==> config.mk <==
export PLATFORM = sky130hd
export DESIGN_NAME = pc_gen_flat
export DESIGN_NICKNAME = d
export VERILOG_FILES = /design/src/rtl/pc_gen_pkg.sv /design/src/rtl/pc_gen_if.sv /design/src/rtl/pc_gen_redirect_latch.sv /design/src/rtl/pc_gen.sv /design/src/flat_wrapper.sv
export SDC_FILE = /design/constraint.sdc
export NUM_CORES = 1
export LEC_CHECK = 0
export CAP_MARGIN = 30
export CELL_PAD_IN_SITES_DETAIL_PLACEMENT = 1
export CELL_PAD_IN_SITES_GLOBAL_PLACEMENT = 1
export CORE_MARGIN = 2
export CORE_UTILIZATION = 37
export CTS_BUF_LIST = sky130_fd_sc_hd__clkbuf_4 sky130_fd_sc_hd__clkbuf_8
export DETAILED_ROUTE_END_ITERATION = 10
export GPL_ROUTABILITY_DRIVEN = 0
export PLACE_DENSITY_LB_ADDON = 0.1
export RECOVER_POWER = 50
export SETUP_SLACK_MARGIN = 0.4
export SLEW_MARGIN = 20
export SYNTH_ARGS = -nofsm -noshare
export SYNTH_HDL_FRONTEND = slang
export SYNTH_HIERARCHICAL = 1
export SYNTH_SLANG_ARGS = --single-unit
==> constraint.sdc <==
create_clock -name clk -period 2.1 [get_ports clk]
set_input_delay 0.21 -clock clk [delete_from_list [all_inputs] [get_ports clk]]
set_output_delay 0.21 -clock clk [all_outputs]
set_load 0.01 [all_outputs]
==> src/rtl/pc_gen_pkg.sv <==
`default_nettype none
// ============================================================
// pc_gen_pkg : shared widths, reset vector and PC-stage states
// Rev 1.0
// ============================================================
package pc_gen_pkg;

  localparam int ADDR_BUS_WIDTH = 32;
  localparam int GHR_BUS = 5;
  localparam logic [31:0] DEFAULT_RESET_PC = 32'hbfc0_0000;
  localparam int DEFAULT_INST_BYTES = 4;

  typedef enum logic [0:0] {
    PC_STATE_RUN  = 1'b0,
    PC_STATE_HOLD = 1'b1
  } pc_state_e;

endpackage
`default_nettype wire

==> src/rtl/pc_gen_if.sv <==
`default_nettype none
// ============================================================
// pc_gen_if : redirect / BTB / PHT inputs and PC->IF outputs
// Rev 1.0
// ============================================================
interface pc_gen_if
  import pc_gen_pkg::*;
#(
  parameter int ADDR_WIDTH = ADDR_BUS_WIDTH,
  parameter int GHR_WIDTH  = GHR_BUS
);
  logic                  stall;
  logic                  redirect_valid;
  logic [ADDR_WIDTH-1:0] redirect_pc;
  logic [GHR_WIDTH-1:0]  redirect_ghr;
  logic                  btb_hit;
  logic [ADDR_WIDTH-1:0] btb_target;
  logic [1:0]            pht_counter;
  logic [ADDR_WIDTH-1:0] pc_out;
  logic                  is_branch_taken_out;
  logic [GHR_WIDTH-1:0]  pht_index_out;
  logic                  redirect_pending_out;

  modport master (
    input  stall, redirect_valid, redirect_pc, redirect_ghr,
    input  btb_hit, btb_target, pht_counter,
    output pc_out, is_branch_taken_out, pht_index_out, redirect_pending_out
  );

  modport slave (
    output stall, redirect_valid, redirect_pc, redirect_ghr,
    output btb_hit, btb_target, pht_counter,
    input  pc_out, is_branch_taken_out, pht_index_out, redirect_pending_out
  );
endinterface
`default_nettype wire

==> src/rtl/pc_gen_redirect_latch.sv <==
`default_nettype none
// ============================================================
// pc_redirect_latch : holds a redirect that arrived during a stall
// Rev 1.0
// ============================================================
module pc_redirect_latch #(
  parameter int ADDR_WIDTH = 32,
  parameter int GHR_WIDTH  = 5
) (
  input  wire logic                  clk,
  input  wire logic                  rst,
  input  wire logic                  load,
  input  wire logic                  clear,
  input  wire logic [ADDR_WIDTH-1:0] load_pc,
  input  wire logic [GHR_WIDTH-1:0]  load_ghr,
  output logic                       valid,
  output logic [ADDR_WIDTH-1:0]      held_pc,
  output logic [GHR_WIDTH-1:0]       held_ghr
);

  // Load beats clear so the youngest redirect always survives.
  always_ff @(posedge clk) begin
    if (rst) begin
      valid    <= 1'b0;
      held_pc  <= '0;
      held_ghr <= '0;
    end else if (load) begin
      valid    <= 1'b1;
      held_pc  <= load_pc;
      held_ghr <= load_ghr;
    end else if (clear) begin
      valid    <= 1'b0;
    end
  end

endmodule
`default_nettype wire

==> src/rtl/pc_gen.sv <==
`default_nettype none
// ============================================================
// pc_gen : next-fetch-address selection, speculative GHR, gshare index
// Rev 1.0
// ============================================================
module pc_gen
  import pc_gen_pkg::*;
#(
  parameter int                    ADDR_WIDTH = ADDR_BUS_WIDTH,
  parameter int                    GHR_WIDTH  = GHR_BUS,
  parameter logic [ADDR_WIDTH-1:0] RESET_PC   = DEFAULT_RESET_PC,
  parameter int                    INST_BYTES = DEFAULT_INST_BYTES
) (
  input wire logic  clk,
  input wire logic  rst,
  pc_gen_if.master  bus
);

  pc_state_e             state, state_nxt;
  logic [ADDR_WIDTH-1:0] pc, pc_nxt;
  logic [GHR_WIDTH-1:0]  ghr, ghr_nxt;
  logic                  advance;
  logic                  predict_taken;
  logic                  redirect_active;
  logic [ADDR_WIDTH-1:0] sel_pc;
  logic [GHR_WIDTH-1:0]  sel_ghr;
  logic                  latch_valid;
  logic [ADDR_WIDTH-1:0] latch_pc;
  logic [GHR_WIDTH-1:0]  latch_ghr;

  assign advance       = ~bus.stall;
  assign predict_taken = bus.btb_hit & bus.pht_counter[1];

  pc_redirect_latch #(
    .ADDR_WIDTH (ADDR_WIDTH),
    .GHR_WIDTH  (GHR_WIDTH)
  ) u_latch (
    .clk      (clk),
    .rst      (rst),
    .load     (bus.stall & bus.redirect_valid),
    .clear    (advance),
    .load_pc  (bus.redirect_pc),
    .load_ghr (bus.redirect_ghr),
    .valid    (latch_valid),
    .held_pc  (latch_pc),
    .held_ghr (latch_ghr)
  );

  always_ff @(posedge clk) begin
    if (rst) begin
      state <= PC_STATE_RUN;
      pc    <= RESET_PC;
      ghr   <= '0;
    end else begin
      state <= state_nxt;
      if (advance) begin
        pc  <= pc_nxt;
        ghr <= ghr_nxt;
      end
    end
  end

  always_comb begin
    state_nxt       = state;
    redirect_active = bus.redirect_valid;
    sel_pc          = bus.redirect_pc;
    sel_ghr         = bus.redirect_ghr;
    pc_nxt          = pc + ADDR_WIDTH'(INST_BYTES);
    ghr_nxt         = ghr;

    case (state)
      PC_STATE_RUN: begin
        if (bus.stall && bus.redirect_valid) state_nxt = PC_STATE_HOLD;
      end
      PC_STATE_HOLD: begin
        if (!bus.stall) state_nxt = PC_STATE_RUN;
        // A same-cycle redirect is younger than the latched one.
        if (!bus.redirect_valid && latch_valid) begin
          redirect_active = 1'b1;
          sel_pc          = latch_pc;
          sel_ghr         = latch_ghr;
        end
      end
      default: state_nxt = PC_STATE_RUN;
    endcase

    if (redirect_active) begin
      pc_nxt  = sel_pc;
      ghr_nxt = sel_ghr;
    end else begin
      if (predict_taken) pc_nxt = bus.btb_target;
      if (bus.btb_hit)   ghr_nxt = {ghr[GHR_WIDTH-2:0], predict_taken};
    end
  end

  assign bus.pc_out               = pc;
  assign bus.is_branch_taken_out  = predict_taken;
  assign bus.pht_index_out        = pc[GHR_WIDTH+1:2] ^ ghr;
  assign bus.redirect_pending_out = (state == PC_STATE_HOLD);

endmodule
`default_nettype wire
==> src/flat_wrapper.sv <==
// flat-port wrapper written by rule: the top's interface ports become plain ports
module pc_gen_flat import pc_gen_pkg::*;
#(
  parameter int                    ADDR_WIDTH = ADDR_BUS_WIDTH,
  parameter int                    GHR_WIDTH  = GHR_BUS,
  parameter logic [ADDR_WIDTH-1:0] RESET_PC   = DEFAULT_RESET_PC,
  parameter int                    INST_BYTES = DEFAULT_INST_BYTES
)
  (clk, rst, bus_stall, bus_redirect_valid, bus_redirect_pc, bus_redirect_ghr, bus_btb_hit, bus_btb_target, bus_pht_counter, bus_pc_out, bus_is_branch_taken_out, bus_pht_index_out, bus_redirect_pending_out);
  pc_gen_if #(.ADDR_WIDTH(ADDR_WIDTH), .GHR_WIDTH(GHR_WIDTH)) bus_i ();
  input wire logic clk;
  input wire logic rst;
  input wire logic [$bits(bus_i.stall)-1:0] bus_stall;
  input wire logic [$bits(bus_i.redirect_valid)-1:0] bus_redirect_valid;
  input wire logic [$bits(bus_i.redirect_pc)-1:0] bus_redirect_pc;
  input wire logic [$bits(bus_i.redirect_ghr)-1:0] bus_redirect_ghr;
  input wire logic [$bits(bus_i.btb_hit)-1:0] bus_btb_hit;
  input wire logic [$bits(bus_i.btb_target)-1:0] bus_btb_target;
  input wire logic [$bits(bus_i.pht_counter)-1:0] bus_pht_counter;
  output wire logic [$bits(bus_i.pc_out)-1:0] bus_pc_out;
  output wire logic [$bits(bus_i.is_branch_taken_out)-1:0] bus_is_branch_taken_out;
  output wire logic [$bits(bus_i.pht_index_out)-1:0] bus_pht_index_out;
  output wire logic [$bits(bus_i.redirect_pending_out)-1:0] bus_redirect_pending_out;
  assign bus_i.stall = bus_stall;
  assign bus_i.redirect_valid = bus_redirect_valid;
  assign bus_i.redirect_pc = bus_redirect_pc;
  assign bus_i.redirect_ghr = bus_redirect_ghr;
  assign bus_i.btb_hit = bus_btb_hit;
  assign bus_i.btb_target = bus_btb_target;
  assign bus_i.pht_counter = bus_pht_counter;
  assign bus_pc_out = bus_i.pc_out;
  assign bus_is_branch_taken_out = bus_i.is_branch_taken_out;
  assign bus_pht_index_out = bus_i.pht_index_out;
  assign bus_redirect_pending_out = bus_i.redirect_pending_out;
  pc_gen #(.ADDR_WIDTH(ADDR_WIDTH), .GHR_WIDTH(GHR_WIDTH), .RESET_PC(RESET_PC), .INST_BYTES(INST_BYTES)) u_core (.clk(clk), .rst(rst), .bus(bus_i));
endmodule
==> impl_metrics.json, run 1 <==
{
  "outcome": "finished, final reports clean",
  "path_cells": "clkdlybuf4s50_1, buf_4, clkinv_2, nor2_1, clkbuf_4, mux2i_1, nor2_1",
  "maxCapViolCount": 0,
  "fill_cells": 1294,
  "buffer_ports.inserted": 113,
  "fp.dieArea_um2": 12200,
  "die_x_um": 111,
  "dpl.hpwl_mm": 11.5,
  "crit_path_end_kind": "register",
  "count_of_pins_over_their_slew_limit": 0,
  "synth_top_cell_by_area": "sky130_fd_sc_hd__dfxtp_1",
  "critPathMaxStageDelay_ps": 490,
  "drc_errors": 0,
  "cts-buffers-inserted": 9,
  "finalWorstPathRequiredPeriod_ps": 1790,
  "detail_route.wirelength_mm": 15.9,
  "postSynth.asyncResetShare_pct": 0,
  "post-route-util_pct": 55.8,
  "worstSkewPairLatency_ps": 370,
  "criticalPathCategory": "input port to register",
  "avgViaCountPerCell": 5.81,
  "synthDistinctLibCells": 65,
  "antenna-diode-count": 0,
  "synthesis.area_um2": 4200,
  "design_power_total_mw": 3.50,
  "initialDrtViolationCount": 232,
  "crit_path_start_kind": "input port",
  "fmax_ghz": 0.557,
  "crit_path_max_fanout": 25,
  "synth_fp_nets": 576,
  "cts.sink_count": 76,
  "report.final.setup_viol": 0,
  "post_route_cells_drive_above_1_share_pct": 20.0,
  "rsz0062_at_grt": "yes",
  "cts-root-buf": "sky130_fd_sc_hd__clkbuf_8",
  "synth_top_area_share_pct": 36.2,
  "synth.avg_cell_area_um2": 8.42,
  "final_net_count": 712,
  "maximum_number_of_pins_on_one_net_before_global_route_repair": 53,
  "crit_path_frequent_cell": "sky130_fd_sc_hd__nor2_1",
  "antenna_found_initial": 0,
  "hold_violations": 0,
  "yosys_warnings": 6,
  "yosysSeqAreaShare_pct": 36.2,
  "cts_max_path_bufs": 2,
  "ir_drop_mv": 0.343,
  "route.detailed.wl_per_inst_um": 20.5,
  "globalRouteTotalUtil_pct": 25.4,
  "num_rows": 38,
  "synth_top_flop_cell": "sky130_fd_sc_hd__dfxtp_1",
  "arrival_ps": 2030,
  "timing.slew.headroom_pct": 61.2,
  "hold_slack_ps": 350,
  "ys_ff_latch": 76,
  "power_density_nw_per_um2": 574,
  "setup_skew_ps": 13.0,
  "area.growth.synth_to_final_pct": 45.2,
  "grt-ovfl-total": 0,
  "drtAntennaViolNets": 0,
  "htreeDepth": 3,
  "core_area_um2": 10900,
  "drt_first_pass_iters": 5,
  "initial_core_util_pct": 38.4,
  "synthTopCellsByArea": "sky130_fd_sc_hd__dfxtp_1 36%, sky130_fd_sc_hd__mux2i_1 11%, sky130_fd_sc_hd__nor2_1 5.2%, sky130_fd_sc_hd__a221o_1 5.0%, sky130_fd_sc_hd__nand2_1 4.2%",
  "number_of_enable_type_register_cells_in_the_synthesized_netlist": 0,
  "power.static_leakage_nw": 2.40,
  "period_share_pct": 85.4,
  "hold_path_class": "input port to register",
  "cpMaxStageDelayCell": "sky130_fd_sc_hd__clkbuf_4",
  "grt_pass1_vias": 4645,
  "boundaryPins": 115,
  "timing_worst_slew_pin_value_ps": 580,
  "global_route_wire_length_before_repair_mm": 24.9,
  "hold_buffers": 0,
  "critical_path_required_ps": 2340,
  "syn-instance-count": 499,
  "num_vias": 4527,
  "path_clk_slew_ps": 80,
  "die_height_um": 111,
  "cts_tree": "yes"
}
## critical path: cells and delay by family
kind	cells	cell delay [ps]
AND/OR/NAND/NOR	2	240
multiplexers	1	260
buffers and inverters	4	1310
## final timing paths
| path | startpoint | endpoint | slack (ps) | cells past startpoint |
|---|---|---|---|---|
| hold / removal | rst | u_core/u_latch/held_pc[13] | 350 | 3 |
| setup / recovery | bus_stall | u_core/u_latch/held_ghr[2] | 310 | 7 |
| hold reg to reg | u_core/bus.pc_out[1] | u_core/bus.pc_out[1] | 480 | 2 |
| setup reg to reg | u_core/bus.redirect_pending_out | u_core/ghr[3] | 330 | 6 |
## report_power, final
part / leakage [nW] / switching [mW] / internal [mW]
combinational: 1.67 / 0.398 / 0.418
sequential: 0.633 / 0.0889 / 1.53
clock: 0.0961 / 0.555 / 0.511
## sequential cells by signal (all words and copies together) (netlist names)
| name | cells |
|---|---|
| u_core/u_latch/held_ghr | 5 |
| u_core/u_latch/held_pc | 32 |
| u_core/bus.pc_out | 32 |
| u_core/u_latch/valid | 1 |
| u_core/ghr | 5 |
| u_core/bus.redirect_pending_out | 1 |
## placed cells by master, fill, tap and decap left out, types with 4 or more instances in the layout
cell type,synthesis,layout
sky130_fd_sc_hd__dfxtp_2,0,8
sky130_fd_sc_hd__clkbuf_8,0,11
sky130_fd_sc_hd__dlygate4sd3_1,0,18
sky130_fd_sc_hd__o21ai_0,28,24
sky130_fd_sc_hd__clkdlybuf4s50_1,0,87
sky130_fd_sc_hd__dlygate4sd2_1,0,6
sky130_fd_sc_hd__o32ai_1,4,4
sky130_fd_sc_hd__a221oi_1,7,4
sky130_fd_sc_hd__dfxtp_1,76,59
sky130_fd_sc_hd__a211oi_1,4,4
sky130_fd_sc_hd__a21oi_2,1,7
sky130_fd_sc_hd__nand3_2,0,5
sky130_fd_sc_hd__a221o_1,21,21
sky130_fd_sc_hd__nor2_1,58,55
sky130_fd_sc_hd__a21oi_1,35,29
sky130_fd_sc_hd__nand4_1,5,5
sky130_fd_sc_hd__a31oi_1,11,11
sky130_fd_sc_hd__nand3_1,18,11
sky130_fd_sc_hd__xor2_1,5,5
sky130_fd_sc_hd__nand2_1,47,46
sky130_fd_sc_hd__buf_4,2,39
sky130_fd_sc_hd__mux2i_1,46,46
sky130_fd_sc_hd__o21a_1,4,4
sky130_fd_sc_hd__inv_1,17,17
sky130_fd_sc_hd__dfxtp_4,0,9
sky130_fd_sc_hd__nor3_1,10,9
## logic make-up (layout without fill, tap and decap cells)
family          count (synthesis)  after routing  share of synthesized area, %
compound gates                149            149                          25.3
xor+xnor                        6              6                          1.25
fa+ha+maj                       1              1                         0.298
buf+inv                        56            196                          6.61
flops                          76             76                          36.2
mux                            46             46                          11.0
simple gates                  165            165                          19.4
## cell usage after synthesis, drive strengths merged, types with 6 or more instances
master,count
dfxtp,76
a221oi,7
clkbuf,16
nor2,58
nor3,13
mux2i,46
inv,18
o21ai,29
a31oi,11
nand3,19
buf,19
a21oi,36
nand2,47
a221o,21
nand4,7
a2bb2oi,6
## per-layer routing
metal	up-vias	share of wire, %	GRT usage, %
met4	0	1.2	6.25
met3	16	5.5	5.49
met2	153	49	41.3
met1	2234	45	34.3
li1	2124	-	-
met5	-	0	0
## cell type report
cell class	instances	area, um2	area share [%]
clock buffers	13	166	2.73
flip-flops and latches	76	1570	25.7
clock inverters	2	10.0	0.164
inverters	21	80.1	1.31
repair buffers	160	1510	24.8
multi-input cells	367	2590	42.5
well taps	140	175	2.87
## what timing repair did
| action | in CTS | in global routing |
|---|---|---|
| buffers inserted | 4 | 5 |
| setup endpoints to repair | 22 | 18 |
| pin swaps | 8 | 20 |
| resized for setup | 32 | 44 |
## stage by stage
step | TNS (ps) | std cells | instance area [um2] | setup WS, ps
final | 0 | 779 | 6100 | 306
after floorplan | 0 | 499 | 4250 | 373
after global routing | 0 | 779 | 6100 | 230
after CTS | 0 | 774 | 5960 | 255
after global placement | 0 | 755 | 5680 | 92.8
after detailed placement | -12.5 | 755 | 5680 | -12.5
No activity file was read; power rests on OpenSTA's default activity.
==> run 2, diff against run 1 <==
--- a/config.mk
+++ b/config.mk
@@ -13,6 +13,7 @@
 export CTS_BUF_LIST = sky130_fd_sc_hd__clkbuf_4 sky130_fd_sc_hd__clkbuf_8
 export DETAILED_ROUTE_END_ITERATION = 10
 export GPL_ROUTABILITY_DRIVEN = 0
+export HOLD_SLACK_MARGIN = 0.12
 export PLACE_DENSITY_LB_ADDON = 0.1
 export RECOVER_POWER = 50
 export SETUP_SLACK_MARGIN = 0.4
==> results of run 2 <==
Final layout, timing and power as in run 1 (identical DEF).
==> run 3, diff against run 2 <==
--- a/config.mk
+++ b/config.mk
@@ -10,7 +10,7 @@
 export CELL_PAD_IN_SITES_GLOBAL_PLACEMENT = 1
 export CORE_MARGIN = 2
 export CORE_UTILIZATION = 37
-export CTS_BUF_LIST = sky130_fd_sc_hd__clkbuf_4 sky130_fd_sc_hd__clkbuf_8
+export CTS_BUF_LIST = sky130_fd_sc_hd__clkbuf_8
 export DETAILED_ROUTE_END_ITERATION = 10
 export GPL_ROUTABILITY_DRIVEN = 0
 export HOLD_SLACK_MARGIN = 0.12
==> constraint.sdc (replaced) <==
create_clock -name clk -period 1.9 [get_ports clk]
set_input_delay 0.19 -clock clk [delete_from_list [all_inputs] [get_ports clk]]
set_output_delay 0.19 -clock clk [all_outputs]
set_load 0.01 [all_outputs]
==> run 3 against run 2 <==
Against the previous run: routed wire length increased by 17%; global-route usage up 2.6 points; critical path depth up 2; clock power grew 8%.
==> impl_metrics.json, run 3 (same netlist as run 1, synthesis figures left out) <==
{
  "hold_buffers": 0,
  "period_share_pct": 97.3,
  "drc_errors": 0,
  "cts-buffers-inserted": 9,
  "layout.cells.most_common_list": "75 x sky130_fd_sc_hd__clkdlybuf4s50_1, 62 x sky130_fd_sc_hd__buf_4, 62 x sky130_fd_sc_hd__dfxtp_1",
  "fill_cells": 1260,
  "switching_power_share_of_the_total_pct": 31.1,
  "regArea_um2": 1550,
  "crit_path_max_fanout": 6,
  "hold_violations": 0,
  "clock_power_share_pct": 29.0,
  "cts_max_path_bufs": 2,
  "num_vias": 4945,
  "worstSkewPairLatency_ps": 380,
  "final_net_count": 762,
  "initialDrtViolationCount": 393,
  "post_route_cells_drive_above_1_share_pct": 26.7,
  "antenna-diode-count": 0,
  "rsz0062_at_grt": "yes",
  "power.static_leakage_nw": 2.80,
  "num_rows": 38,
  "power_switching_mw": 1.24,
  "drtAntennaViolNets": 0,
  "crit_path_start_kind": "register",
  "dpl.hpwl_mm": 11.7,
  "crit_path_frequent_cell": "sky130_fd_sc_hd__buf_6",
  "layout_commonest_cell": "sky130_fd_sc_hd__clkdlybuf4s50_1",
  "power_density_nw_per_um2": 596,
  "detail_route.wirelength_mm": 18.7,
  "layout_setup_ws_ps": 51.5,
  "cts_tree": "yes",
  "grt_most_used_layer": "met2",
  "route.detailed.wl_per_inst_um": 22.5,
  "grt_pass1_vias": 5094,
  "cts-root-buf": "sky130_fd_sc_hd__clkbuf_8",
  "cpMaxStageDelayCell": "sky130_fd_sc_hd__dfxtp_4",
  "crit_path_end_kind": "register",
  "global_route_wire_length_before_repair_mm": 27.3,
  "hold_path_class": "input port to register",
  "htreeDepth": 3,
  "critPathMaxStageDelay_ps": 370,
  "initial_core_util_pct": 38.4,
  "hold_slack_ps": 324,
  "combinationalPowerShare_pct": 26.7,
  "outcome": "finished, final reports clean",
  "placement.setup.worst_slack_ps": -65.7,
  "die_x_um": 111,
  "maximum_number_of_pins_on_one_net_before_global_route_repair": 53,
  "ir_drop_mv": 0.570,
  "core_area_um2": 10900,
  "path_clk_slew_ps": 90,
  "finalWorstPathRequiredPeriod_ps": 1850,
  "p_int_mw": 2.76,
  "grt.met3_usage_pct": 6.20,
  "tns_ps": 0,
  "design_power_total_mw": 4.00,
  "maxCapViolCount": 0,
  "path_cells": "ha_4, buf_6, and3_4, buf_4, buf_6, nand4_1, xnor2_1, a221oi_2, nor2_1",
  "multi_input_comb_area_um2": 2690,
  "count_of_pins_over_their_slew_limit": 0,
  "global_route.usage.met2_pct": 48.0,
  "fmax_ghz": 0.541,
  "boundaryPins": 115,
  "area.growth.synth_to_final_pct": 59.8,
  "seqPwrFrac_pct": 44.3,
  "worstHoldStart": "rst",
  "buffer_ports.inserted": 113,
  "cts.sink_count": 76,
  "grt-ovfl-total": 0,
  "critical_path_required_ps": 2150,
  "timing_worst_slew_pin_value_ps": 582,
  "fp.dieArea_um2": 12200,
  "avgViaCountPerCell": 5.96,
  "critical_path.reg2reg.startpoint": "u_core/bus.pc_out[2]",
  "globalRouteTotalUtil_pct": 28.0,
  "report.final.setup_viol": 0,
  "arrival_ps": 2100,
  "timing.slew.headroom_pct": 61.1,
  "die_height_um": 111,
  "groute.layer.met1.usage_pct": 34.6,
  "criticalPathCategory": "register to register",
  "setup_skew_ps": 16.6,
  "critPathLaunch": "u_core/bus.pc_out[2]",
  "drt_first_pass_iters": 7,
  "antenna_found_initial": 1
}
[run 3: per-stage QoR]
step	utilization [%]	area, um2	instances
floorplan	-	4330	499
detailed placement	53.3	5820	769
global placement	53.3	5820	769
global route	61.4	6710	830
finish	61.4	6710	830
CTS	58.5	6400	808
[run 3: repair_timing]
item                                    4_1_cts  5_1_grt
gates resized for setup                      95       56
pin swaps                                    26       30
endpoints found under the setup margin       72       85
gates cloned                                  3        1
buffers inserted                             20       21
[run 3: power by group through the flow]
stage	logic (mW)	clock network, mW	registers [mW]
final	1.07	1.16	1.77
after global routing	1.13	1.23	1.79
after CTS	0.979	1.17	1.77
after detailed placement	0.927	0	1.81
after global placement	0.903	0	1.80
after floorplan	0.405	0	1.83
[run 3: final cells by class]
cell class / instances / share of cell area (%)
well taps: 140 / 2.61
inverters: 21 / 1.29
flip-flops and latches: 76 / 23.1
multi-input cells: 367 / 40.1
clock buffers: 11 / 2.26
repair buffers: 210 / 30.3
clock inverters: 5 / 0.317
[run 3: metal layers]
layer | vias up | wire length [um] | part of all wire (%)
met5 | - | 9 | 0.048
met3 | 48 | 1100 | 5.9
met1 | 2468 | 7500 | 40
li1 | 2225 | - | -
met2 | 202 | 9570 | 51
met4 | 2 | 484 | 2.6
[run 3: worst max-delay path: cells and delay by family, from the launching register on]
kind / cells / cell delay (ps)
xor+xnor: 1 / 170
compound gates: 1 / 280
flops: 1 / 370
simple gates: 3 / 410
fa+ha+maj: 1 / 160
buf+inv: 3 / 340
[run 3: worst paths after layout]
path / endpoint / slack, ps / cells after the start
hold reg to reg: u_core/bus.pc_out[1] / 470 / 2
setup reg to reg: u_core/bus.pc_out[14] / 50 / 9
setup / recovery: u_core/bus.pc_out[14] / 50 / 9
hold / removal: u_core/u_latch/held_pc[13] / 320 / 3
